`config.mk`:
```
export PLATFORM = sky130hd
export DESIGN_NAME = key_scan
export DESIGN_NICKNAME = d
export VERILOG_FILES = /design/src/rtl/key_scan_pkg.sv /design/src/rtl/key_scan_fifo.sv /design/src/rtl/key_scan.sv
export SDC_FILE = /design/constraint.sdc
export NUM_CORES = 1
export LEC_CHECK = 0
export BUFFER_PORTS_ARGS = -buffer_cell sky130_fd_sc_hd__buf_2
export CAP_MARGIN = 15
export CORE_ASPECT_RATIO = 0.75
export CORE_MARGIN = 1.5
export CORE_UTILIZATION = 52
export CTS_CLUSTER_SIZE = 10
export DETAILED_ROUTE_END_ITERATION = 10
export GPL_ROUTABILITY_DRIVEN = 0
export PLACE_DENSITY = 0.69
export SLEW_MARGIN = 15
export SYNTH_ARGS = -nofsm -noshare
export SYNTH_HDL_FRONTEND = slang
export SYNTH_SLANG_ARGS = --single-unit
```
`constraint.sdc`:
```
create_clock -name clk -period 4.95 [get_ports clk]
set_clock_uncertainty 0.05 [all_clocks]
set_input_delay 0.99 -clock clk [delete_from_list [all_inputs] [get_ports clk]]
set_output_delay 0.99 -clock clk [all_outputs]
set_load 0.005 [all_outputs]
```
`src/rtl/key_scan_pkg.sv`:
```
// rtl/key_scan_pkg.sv - shared event type and sizing helpers for key_scan
package key_scan_pkg;

  localparam int SYNC_STAGES = 2;
  localparam int MAX_IW      = 8;

  typedef struct packed {
    logic              press;
    logic [MAX_IW-1:0] idx;
  } evt_t;

  function automatic int idx_width(input int width);
    return (width > 1) ? $clog2(width) : 1;
  endfunction

  function automatic int cnt_width(input int depth);
    return $clog2(depth) + 1;
  endfunction

  // Bits needed to hold the values 0..max_val.
  function automatic int ctr_width(input int max_val);
    return (max_val > 1) ? $clog2(max_val + 1) : 1;
  endfunction

  // Packs an event as {press, idx} with press sitting just above an iw-bit index.
  function automatic logic [MAX_IW:0] evt_pack(input evt_t e, input int iw);
    return ({{MAX_IW{1'b0}}, e.press} << iw) | {1'b0, e.idx};
  endfunction

endpackage

```
`src/rtl/key_scan_fifo.sv`:
```
// rtl/key_scan_fifo.sv - DEPTH x DW synchronous event FIFO with occupancy count
module key_scan_fifo
  import key_scan_pkg::*;
#(
  parameter int  DEPTH = 4,
  parameter int  DW    = 4,
  localparam int CW    = cnt_width(DEPTH),
  localparam int PW    = $clog2(DEPTH)
) (
  input  logic          clk,
  input  logic          rst,
  input  logic          push,
  input  logic [DW-1:0] push_data,
  input  logic          out_ready,
  output logic [DW-1:0] out_data,
  output logic          full,
  output logic          empty,
  output logic [CW-1:0] cnt
);

  logic [DW-1:0] mem_q [DEPTH];
  logic [DW-1:0] mem_d [DEPTH];
  logic [PW-1:0] wr_ptr_q, wr_ptr_d;
  logic [PW-1:0] rd_ptr_q, rd_ptr_d;
  logic [CW-1:0] cnt_q, cnt_d;
  logic          pop, wr_en;

  assign full     = (cnt_q == CW'(DEPTH));
  assign empty    = (cnt_q == '0);
  assign pop      = ~empty & out_ready;
  // A full FIFO still accepts a write when the head leaves in the same cycle.
  assign wr_en    = push & (~full | pop);
  assign out_data = mem_q[rd_ptr_q];
  assign cnt      = cnt_q;

  always_comb begin
    mem_d    = mem_q;
    wr_ptr_d = wr_ptr_q;
    rd_ptr_d = rd_ptr_q;
    if (wr_en) begin
      mem_d[wr_ptr_q] = push_data;
      wr_ptr_d        = wr_ptr_q + PW'(1);
    end
    if (pop) begin
      rd_ptr_d = rd_ptr_q + PW'(1);
    end
    case ({wr_en, pop})
      2'b10:   cnt_d = cnt_q + CW'(1);
      2'b01:   cnt_d = cnt_q - CW'(1);
      default: cnt_d = cnt_q;
    endcase
  end

  always_ff @(posedge clk or posedge rst) begin
    if (rst) begin
      for (int i = 0; i < DEPTH; i++) begin
        mem_q[i] <= '0;
      end
      wr_ptr_q <= '0;
      rd_ptr_q <= '0;
      cnt_q    <= '0;
    end else begin
      mem_q    <= mem_d;
      wr_ptr_q <= wr_ptr_d;
      rd_ptr_q <= rd_ptr_d;
      cnt_q    <= cnt_d;
    end
  end

endmodule

```
`src/rtl/key_scan.sv`:
```
// rtl/key_scan.sv - key line synchroniser, debouncer and press/release event source
// Optional auto-repeat press events are built when KEY_SCAN_REPEAT_EN is defined.
module key_scan
  import key_scan_pkg::*;
#(
  parameter int  WIDTH  = 8,
  parameter int  STEP   = 10,
  parameter int  LEN    = 4,
  parameter int  DEPTH  = 4,
  parameter int  REPEAT = 64,
  localparam int IW     = idx_width(WIDTH),
  localparam int CW     = cnt_width(DEPTH)
) (
  input  logic             clk,
  input  logic             rst,
  input  logic [WIDTH-1:0] key_in,
  output logic [WIDTH-1:0] key_state,
  output logic             evt_valid,
  input  logic             evt_ready,
  output logic [IW:0]      evt_data,
  output logic [CW-1:0]    fifo_cnt
);

  localparam int PSW = ctr_width(STEP - 1);

  logic [WIDTH-1:0] sync_q [SYNC_STAGES];
  logic [WIDTH-1:0] sync_d [SYNC_STAGES];
  logic [PSW-1:0]   presc_q, presc_d;
  logic [7:0]       stab_q [WIDTH];
  logic [7:0]       stab_d [WIDTH];
  logic [WIDTH-1:0] key_state_q, key_state_d;
  logic [WIDTH-1:0] pend_q, pend_d;
  logic [WIDTH-1:0] toggle, push_clr, rep_fire;
  logic             tick, sel_found, push, fifo_full, fifo_empty;
  logic [IW-1:0]    sel_idx;
  logic [IW:0]      push_data;
  evt_t             ev;

  assign tick      = (presc_q == PSW'(STEP - 1));
  assign key_state = key_state_q;
  assign evt_valid = ~fifo_empty;

  always_comb begin
    sync_d[0] = key_in;
    for (int s = 1; s < SYNC_STAGES; s++) begin
      sync_d[s] = sync_q[s-1];
    end
    presc_d = tick ? '0 : presc_q + PSW'(1);

    toggle = '0;
    for (int i = 0; i < WIDTH; i++) begin
      stab_d[i] = stab_q[i];
      if (tick) begin
        if (sync_q[SYNC_STAGES-1][i] == key_state_q[i]) begin
          stab_d[i] = '0;
        end else if (stab_q[i] == 8'(LEN - 1)) begin
          stab_d[i] = '0;
          toggle[i] = 1'b1;
        end else begin
          stab_d[i] = stab_q[i] + 8'd1;
        end
      end
    end
    key_state_d = key_state_q ^ toggle;

    // Lowest-index pending key wins; scanning downward leaves it in sel_idx.
    sel_found = 1'b0;
    sel_idx   = '0;
    for (int i = WIDTH - 1; i >= 0; i--) begin
      if (pend_q[i]) begin
        sel_found = 1'b1;
        sel_idx   = IW'(i);
      end
    end
    push      = sel_found & ~fifo_full;
    push_clr  = push ? (WIDTH'(1) << sel_idx) : '0;
    ev.press  = key_state_q[sel_idx];
    ev.idx    = MAX_IW'(sel_idx);
    push_data = (IW + 1)'(evt_pack(ev, IW));
  end

`ifdef KEY_SCAN_REPEAT_EN
  localparam int RW = ctr_width(REPEAT - 1);

  logic [RW-1:0] rep_q [WIDTH];
  logic [RW-1:0] rep_d [WIDTH];

  always_comb begin
    rep_fire = '0;
    for (int i = 0; i < WIDTH; i++) begin
      rep_d[i] = rep_q[i];
      if (toggle[i] || !key_state_q[i]) begin
        rep_d[i] = '0;
      end else if (tick) begin
        if (rep_q[i] == RW'(REPEAT - 1)) begin
          rep_d[i]    = '0;
          rep_fire[i] = 1'b1;
        end else begin
          rep_d[i] = rep_q[i] + RW'(1);
        end
      end
    end
  end

  always_ff @(posedge clk or posedge rst) begin
    if (rst) begin
      for (int i = 0; i < WIDTH; i++) begin
        rep_q[i] <= '0;
      end
    end else begin
      rep_q <= rep_d;
    end
  end
`else
  // REPEAT is legal only from 1 upward, so this never fires.
  assign rep_fire = {WIDTH{REPEAT < 1}};
`endif

  // A second toggle before the push cancels the first: net level unchanged.
  assign pend_d = ((pend_q & ~push_clr) ^ toggle) | rep_fire;

  always_ff @(posedge clk or posedge rst) begin
    if (rst) begin
      for (int s = 0; s < SYNC_STAGES; s++) begin
        sync_q[s] <= '0;
      end
      for (int i = 0; i < WIDTH; i++) begin
        stab_q[i] <= '0;
      end
      presc_q     <= '0;
      key_state_q <= '0;
      pend_q      <= '0;
    end else begin
      sync_q      <= sync_d;
      stab_q      <= stab_d;
      presc_q     <= presc_d;
      key_state_q <= key_state_d;
      pend_q      <= pend_d;
    end
  end

  key_scan_fifo #(
    .DEPTH (DEPTH),
    .DW    (IW + 1)
  ) u_fifo (
    .clk       (clk),
    .rst       (rst),
    .push      (push),
    .push_data (push_data),
    .out_ready (evt_ready),
    .out_data  (evt_data),
    .full      (fifo_full),
    .empty     (fifo_empty),
    .cnt       (fifo_cnt)
  );

endmodule
```
==> metrics.md, run 1 <==
| Metric | Value |
|---|---|
| Status | `completed` |
| Post-synth ARST share | `100%` |
| Clock Latency Late Sink | `0.41 ns` |
| Crit path max fanout | `5` |
| Fin. Hold Viols | `0` |
| Worst path slowest cell | `mux4_2` |
| Fillcell total | `894` |
| Buffer count from post-CTS setup fixing | `0` |
| GRT Overall Usage | `21.2%` |
| DRC violations left | `0` |
| IO buf count | `26` |
| Primary FF master, synth | `dfrtp_1` |
| Core area | `11,100 µm²` |
| ANT nets after route | `0` |
| Clock root buffer | `clkbuf_16` |
| Setup WS pre-CTS | `2.34 ns` |
| Main area contributors after synthesis | `dfrtp_1 51%, xor2_1 5.5%, nand2_1 5.1%` |
| Clock Pin Slew Worst Setup and Hold Paths | `0.06 ns` |
| 1st-pass router iterations | `6` |
| Initial DRC count | `278` |
| Pwr dens | `399 nW/µm²` |
| Hold WS | `0.297 ns` |
| Startpoint Class | `register` |
| Clock Sinks | `123` |
| Commonest cells post-synth | `123 x dfrtp_1, 82 x nand2_1, 45 x nor2_1, 45 x o21ai_0, 38 x xor2_1` |
| Maxcap violations | `0` |
| Syn avg cell area | `10.6 µm²` |
| Htree depth | `4` |
| Clock tree buffer depth | `2` |
| Worst Setup End Kind | `output pin` |
| #FFs+latches synth | `123` |
| Die H | `96.4 µm` |
| Final wirelength | `12.0 mm` |
| Slew at the pin closest to its max-slew limit | `0.888 ns` |
| Sequential-to-total area share from yosys stat | `50.9%` |
| CP peak stage delay | `0.54 ns` |
| Total Power | `0.00274 W` |
| Worst Setup SP | `u_fifo.rd_ptr_q[1]$_DFFE_PP0P_` |
| Final setup viols | `0` |
| Hold path start | `sync_d[1]$_DFF_PP0_` |
| Vias per cell | `5.64` |
| CTS Hold Bufs | `0` |
| Top delay family on crit path | `multiplexers` |
| Post-Syn Instances | `573` |
| Largest net degree at the start of global routing | `69` |
| Max transition margin | `40.8%` |
| FP Rows | `33` |
| WP buf/inv | `1` |
| Fin worst setup slack | `2.33 ns` |
| RSZ-0062 raised after global routing | `no` |
| Crit path kind | `register to output pin` |
| Die outline width | `128 µm` |
| Die area | `12,300 µm²` |
| Crit path cell chain | `mux4_2, buf_2` |
| Synthesis-to-layout area growth | `13.6%` |
| Yosys top cell by area | `dfrtp_1` |
| Register area | `3080 µm²` |
| Yosys warns | `0` |
| CTS Buf Count | `17` |
| I/O Pins | `27` |
| Grt ovf | `0` |
| Netlist Area Pre-Place | `6050 µm²` |
| Final net count | `631` |
| First-pass GRT wire length | `20.4 mm` |
| Proportion of layout cells with a drive suffix above 1 | `17.0%` |
| RR Startpoint | `presc_q[2]$_DFF_PP0_` |
| Pleak | `3.01 nW` |
| Hold Crit Class | `register to register` |
| Starting density of the core | `54.3%` |
| Via Count | `4,280` |
| Footprint of the multi-input gates | `2820 µm²` |
| Setup_tns | `0 ns` |
| N_diodes | `0` |
| Count leader, synth | `dfrtp_1` |
| Post-DP HPWL | `8.02 mm` |
| Data required, critical path | `3.91 ns` |
| Synth top area share | `50.9%` |
| Post-CTS sizing | `0` |
| Synth unique cells | `58` |
| Routed WL per cell | `15.8 µm` |
| Critical path arrival | `1.58 ns` |
| Vias in the first global route | `4,202` |
| CTS tree | `yes` |
| Fmax | `381 MHz` |
| Initial antenna violation count | `0` |
| Slew Viols, Final | `0` |
| VDD IR max | `0.000253 V` |
| Post-synth EDFFs | `0` |
| Post-route minimum period | `2.62 ns` |
| Final period util | `53.0%` |
| Final core utilization | `61.7%` |
| Syn_nets | `598` |
[worst paths after layout]
check | to | slack [ns] | depth (start not counted)
min in group asynchronous | u_fifo.mem_q[5]$_DFFE_PP0P_ | 0.69 | 2
max | evt_data[0] | 2.33 | 2
max reg2reg | stab_q[45]$_DFFE_PP0P_ | 2.42 | 4
max in group asynchronous | presc_q[2]$_DFF_PP0_ | 3.23 | 3
min | sync_q[1]$_DFF_PP0_ | 0.30 | 0
min reg2reg | sync_q[1]$_DFF_PP0_ | 0.30 | 0
[power breakdown]
part	internal, W	switching (W)	total [W]
registers	0.00110	0.0000869	0.00119
clock network	0.000713	0.000452	0.00116
logic	0.000184	0.000209	0.000393
total	0.00200	0.000748	0.00274
[worst reg2reg max path: stages (launching register included)]
cell and delay (ns):
dfrtp_1 0.43, nand4bb_1 0.76, buf_4 0.46, or2_2 0.38
o41ai_1 0.32
[cell families after synthesis]
| family | synth area share, % |
|---|---|
| AO/OA/AOI/OAI | 12.2 |
| XOR/XNOR | 7.09 |
| adder cells (fa/ha/maj) | 3.02 |
| buffers and inverters | 2.50 |
| flip-flops | 50.9 |
| multiplexers | 4.73 |
| AND/OR/NAND/NOR | 19.6 |
[cells in the final DEF (no fill, tap or decap), drive strengths merged, types with 13 or more instances in the layout]
master,instances
mux2,13
nand3,24
ha,13
nand2,82
xor2,38
o31ai,26
clkbuf,21
dfrtp,123
nor2,45
inv,21
o21ai,48
buf,30
[through the flow]
stage,std cells,instance area [µm²]
floorplan,573,6050
global placement,727,6320
detailed placement,727,6320
CTS,759,6870
global route,759,6870
finish,759,6870
[area by class of cell]
| class | instances | area share, % |
|---|---|---|
| Timing Repair Buffer | 30 | 2.33 |
| Inverter | 21 | 1.18 |
| Clock inverter | 11 | 1.40 |
| Tap cell | 140 | 2.55 |
| Multi-Input combinational cell | 413 | 41.1 |
| Clock buffer | 21 | 6.70 |
| Sequential cell | 123 | 44.8 |
[flip-flops by register name (all words and copies together) (netlist names)]
signal / flops
pend_q: 8
stab_q: 64
u_fifo.wr_ptr_q: 2
key_state: 8
sync_d: 8
presc_q: 4
sync_q: 8
u_fifo.rd_ptr_q: 2
u_fifo.cnt: 3
u_fifo.mem_q: 16
[routing by layer]
metal / vias up / GRT usage (%) / routed length [µm]
met2: 53 / 32.3 / 5410
li1: 2080 / - / -
met1: 2133 / 30.1 / 6080
met4: 0 / 8.33 / 167
met5: - / 0 / 0
met3: 14 / 4.46 / 349
Power figures use the tool's default switching activity.
==> run 2, diff against run 1 <==
Settings changed: ABC_AREA set to 1.
Clock period 4.95 ns to 2.52 ns, I/O delays scaled along.
==> metrics.md, run 2 <==
| Metric | Value |
|---|---|
| Maxcap violations | `0 (unchanged)` |
| Pwr dens | `885 nW/µm² (+120%)` |
| WP buf/inv | `3 (+2)` |
| Netlist Area Pre-Place | `5850 µm² (-3.3%)` |
| Initial DRC count | `333 (+20%)` |
| Grt ovf | `0 (unchanged)` |
| Crit path cell chain | `inv_1, nand3_1, nand2_1, nand2_1, inv_1, ha_1, inv_1, fa_1, a21oi_1, o21ai_0, xor2_1` |
| Hold WS | `0.156 ns (-0.141 ns)` |
| Syn avg cell area | `8.57 µm² (-19%)` |
| Fmax | `427 MHz` |
| I/O Pins | `27 (unchanged)` |
| Yosys warns | `0 (unchanged)` |
| Die outline width | `126 µm (-1.6%)` |
| Synth top area share | `52.6% (+1.7 points)` |
| Fillcell total | `926 (+3.6%)` |
| VDD IR max | `0.000580 V (+130%)` |
| Critical path arrival | `2.57 ns (+0.99 ns)` |
| Status | `completed` |
| Crit path max fanout | `7 (+2)` |
| Die area | `11,900 µm² (-3.2%)` |
| Post-DP HPWL | `8.44 mm (+5.1%)` |
| Final core utilization | `62.1% (+0.42 points)` |
| Fin. Hold Viols | `0 (unchanged)` |
| Setup_tns | `0 ns (unchanged)` |
| Max FFs per register | `64 (unchanged)` |
| CTS Hold Bufs | `0 (unchanged)` |
| Crit path top cell by count | `inv_1` |
| Synth unique cells | `30 (-48%)` |
| Final period util | `92.9%` |
| Main area contributors after synthesis | `dfrtp_1 53%, nand2_1 7.0%, inv_1 6.2%` |
| CP peak stage delay | `0.40 ns (-0.14 ns)` |
| Final setup viols | `0 (unchanged)` |
| IO buf count | `26 (unchanged)` |
| Via Count | `4,705 (+9.9%)` |
| Vias in the first global route | `4,660 (+11%)` |
| Initial antenna violation count | `0 (unchanged)` |
| Crit path kind | `register to register` |
| Slew at the pin closest to its max-slew limit | `0.547 ns (-0.341 ns)` |
| GRT Overall Usage | `21.8% (+0.55 points)` |
| CTS Buf Count | `17 (unchanged)` |
| Routed WL per cell | `14.1 µm (-11%)` |
| Largest net degree at the start of global routing | `97 (+41%)` |
| Biggest regs | `stab_q (64), u_fifo.mem_q (16)` |
| Max transition margin | `63.5% (+23 points)` |
| Reg2Reg Depth | `11 (+7)` |
| RSZ-0062 raised after global routing | `no` |
| Synthesis-to-layout area growth | `16.0%` |
| ANT nets after route | `0 (unchanged)` |
| CTS tree | `yes` |
| Clock tree buffer depth | `2 (unchanged)` |
| Buffer count from post-CTS setup fixing | `0 (unchanged)` |
| 1st-pass router iterations | `5 (-1)` |
| Core area | `10,900 µm² (-1.9%)` |
| Commonest cells post-synth | `123 x dfrtp_1, 109 x nand2_1, 96 x inv_1, 76 x nor2_1, 59 x o21ai_0` |
| Count leader, synth | `dfrtp_1` |
| Startpoint Class | `register` |
| Hold path depth | `1 (+1)` |
| FP Rows | `33 (unchanged)` |
| Crit path depth | `11 (+9)` |
| N_diodes | `0 (unchanged)` |
| Pleak | `3.24 nW (+7.6%)` |
| Largest register by flop count | `stab_q` |
| Dpl cells | `845 (+16%)` |
| Die H | `94.9 µm (-1.6%)` |
| Register area | `3080 µm² (unchanged)` |
| #FFs+latches synth | `123 (unchanged)` |
| Post-Syn Instances | `683 (+19%)` |
| Final net count | `749 (+19%)` |
| Vias per cell | `5.37 (-4.8%)` |
| Slew Viols, Final | `0 (unchanged)` |
| Clock Sinks | `123 (unchanged)` |
| Post-route minimum period | `2.34 ns` |
| Yosys top cell by area | `dfrtp_1` |
| Final wirelength | `12.4 mm (+3.2%)` |
| Commonest non-fill, non-tap cell in the layout | `dfrtp_1` |
| Top delay family on crit path | `adder cells` |
| Clock root buffer | `clkbuf_16` |
| First-pass GRT wire length | `20.7 mm (+1.3%)` |
| Clock Pin Slew Worst Setup and Hold Paths | `0.05 ns (about the same)` |
| Most frequent cells in the layout | `123 x dfrtp_1, 109 x nand2_1, 95 x inv_1` |
| Worst Setup End Kind | `register` |
| Syn_nets | `708 (+18%)` |
| Hold Crit Class | `input pin to register` |
| Proportion of layout cells with a drive suffix above 1 | `9.24% (-7.7 points)` |
| Starting density of the core | `53.5% (-0.78 points)` |
| Post-Layout Cell Count | `876 (+15%)` |
| Post-CTS sizing | `0 (unchanged)` |
| Sequential-to-total area share from yosys stat | `52.6% (+1.7 points)` |
| Htree depth | `4 (unchanged)` |
| Footprint of the multi-input gates | `2370 µm² (-16%)` |
| Worst path slowest cell | `dfrtp_1` |
| Primary FF master, synth | `dfrtp_1` |
| Clock Latency Late Sink | `0.40 ns (about the same)` |
| Post-synth ARST share | `100% (unchanged)` |
| DRC violations left | `0 (unchanged)` |
| Data required, critical path | `2.75 ns (-1.16 ns)` |
| Post-synth EDFFs | `0 (unchanged)` |
## run 2: logic make-up (layout without fill, tap and decap cells)
logic type	count (synthesis)	after routing	share of synthesized area, %
multiplexers	1	1	0.192
adder cells (fa/ha/maj)	14	14	3.12
AND/OR/NAND/NOR	274	274	20.2
buffers and inverters	107	160	6.95
AO/OA/AOI/OAI	132	132	12.2
flip-flops	123	123	52.6
XOR/XNOR	32	32	4.79
## run 2: power breakdown
group | internal (W) | switching [W]
Combinational | 0.000410 | 0.000698
Sequential | 0.00220 | 0.000185
Clock | 0.00167 | 0.000851
## run 2: layout make-up
class	instances	area share (%)
flip-flops and latches	123	45.3
multi-input cells	453	34.9
clock buffers	19	6.52
inverters	97	5.42
repair buffers	32	2.76
well taps	140	2.58
clock inverters	12	2.52
## run 2: metal layers
metal | up-vias | share of wire (%) | track usage [%]
met5 | - | 0 | 0
met4 | 0 | 1.2 | 7.86
met3 | 13 | 2.7 | 4.99
met2 | 79 | 48 | 35.6
met1 | 2291 | 49 | 28.8
li1 | 2322 | - | -
## run 2: per-stage QoR
| step | worst slack, ns | area, µm² | power, W |
|---|---|---|---|
| 2_1_floorplan | 0.455 | 5860 | 0.00314 |
| 3_3_place_gp | 0.318 | 6180 | 0.00343 |
| 3_5_place_dp | 0.208 | 6180 | 0.00349 |
| 5_1_grt | 0.0168 | 6790 | 0.00633 |
| 6_report | 0.180 | 6790 | 0.00601 |
| 4_1_cts | 0.199 | 6790 | 0.00606 |
## run 2: final timing paths
kind                                                 from                      endpoint  slack [ns]
worst max-delay path            u_fifo.cnt[0]$_DFFE_PP0P_     u_fifo.cnt[2]$_DFFE_PP0P_        0.18
worst min-delay path                            key_in[3]           sync_d[3]$_DFF_PP0_        0.16
worst max register to register  u_fifo.cnt[0]$_DFFE_PP0P_     u_fifo.cnt[2]$_DFFE_PP0P_        0.18
worst min register to register        sync_d[3]$_DFF_PP0_           sync_q[3]$_DFF_PP0_        0.30
max in group asynchronous                             rst           sync_q[0]$_DFF_PP0_        1.79
min in group asynchronous                             rst  u_fifo.mem_q[13]$_DFFE_PP0P_        0.17
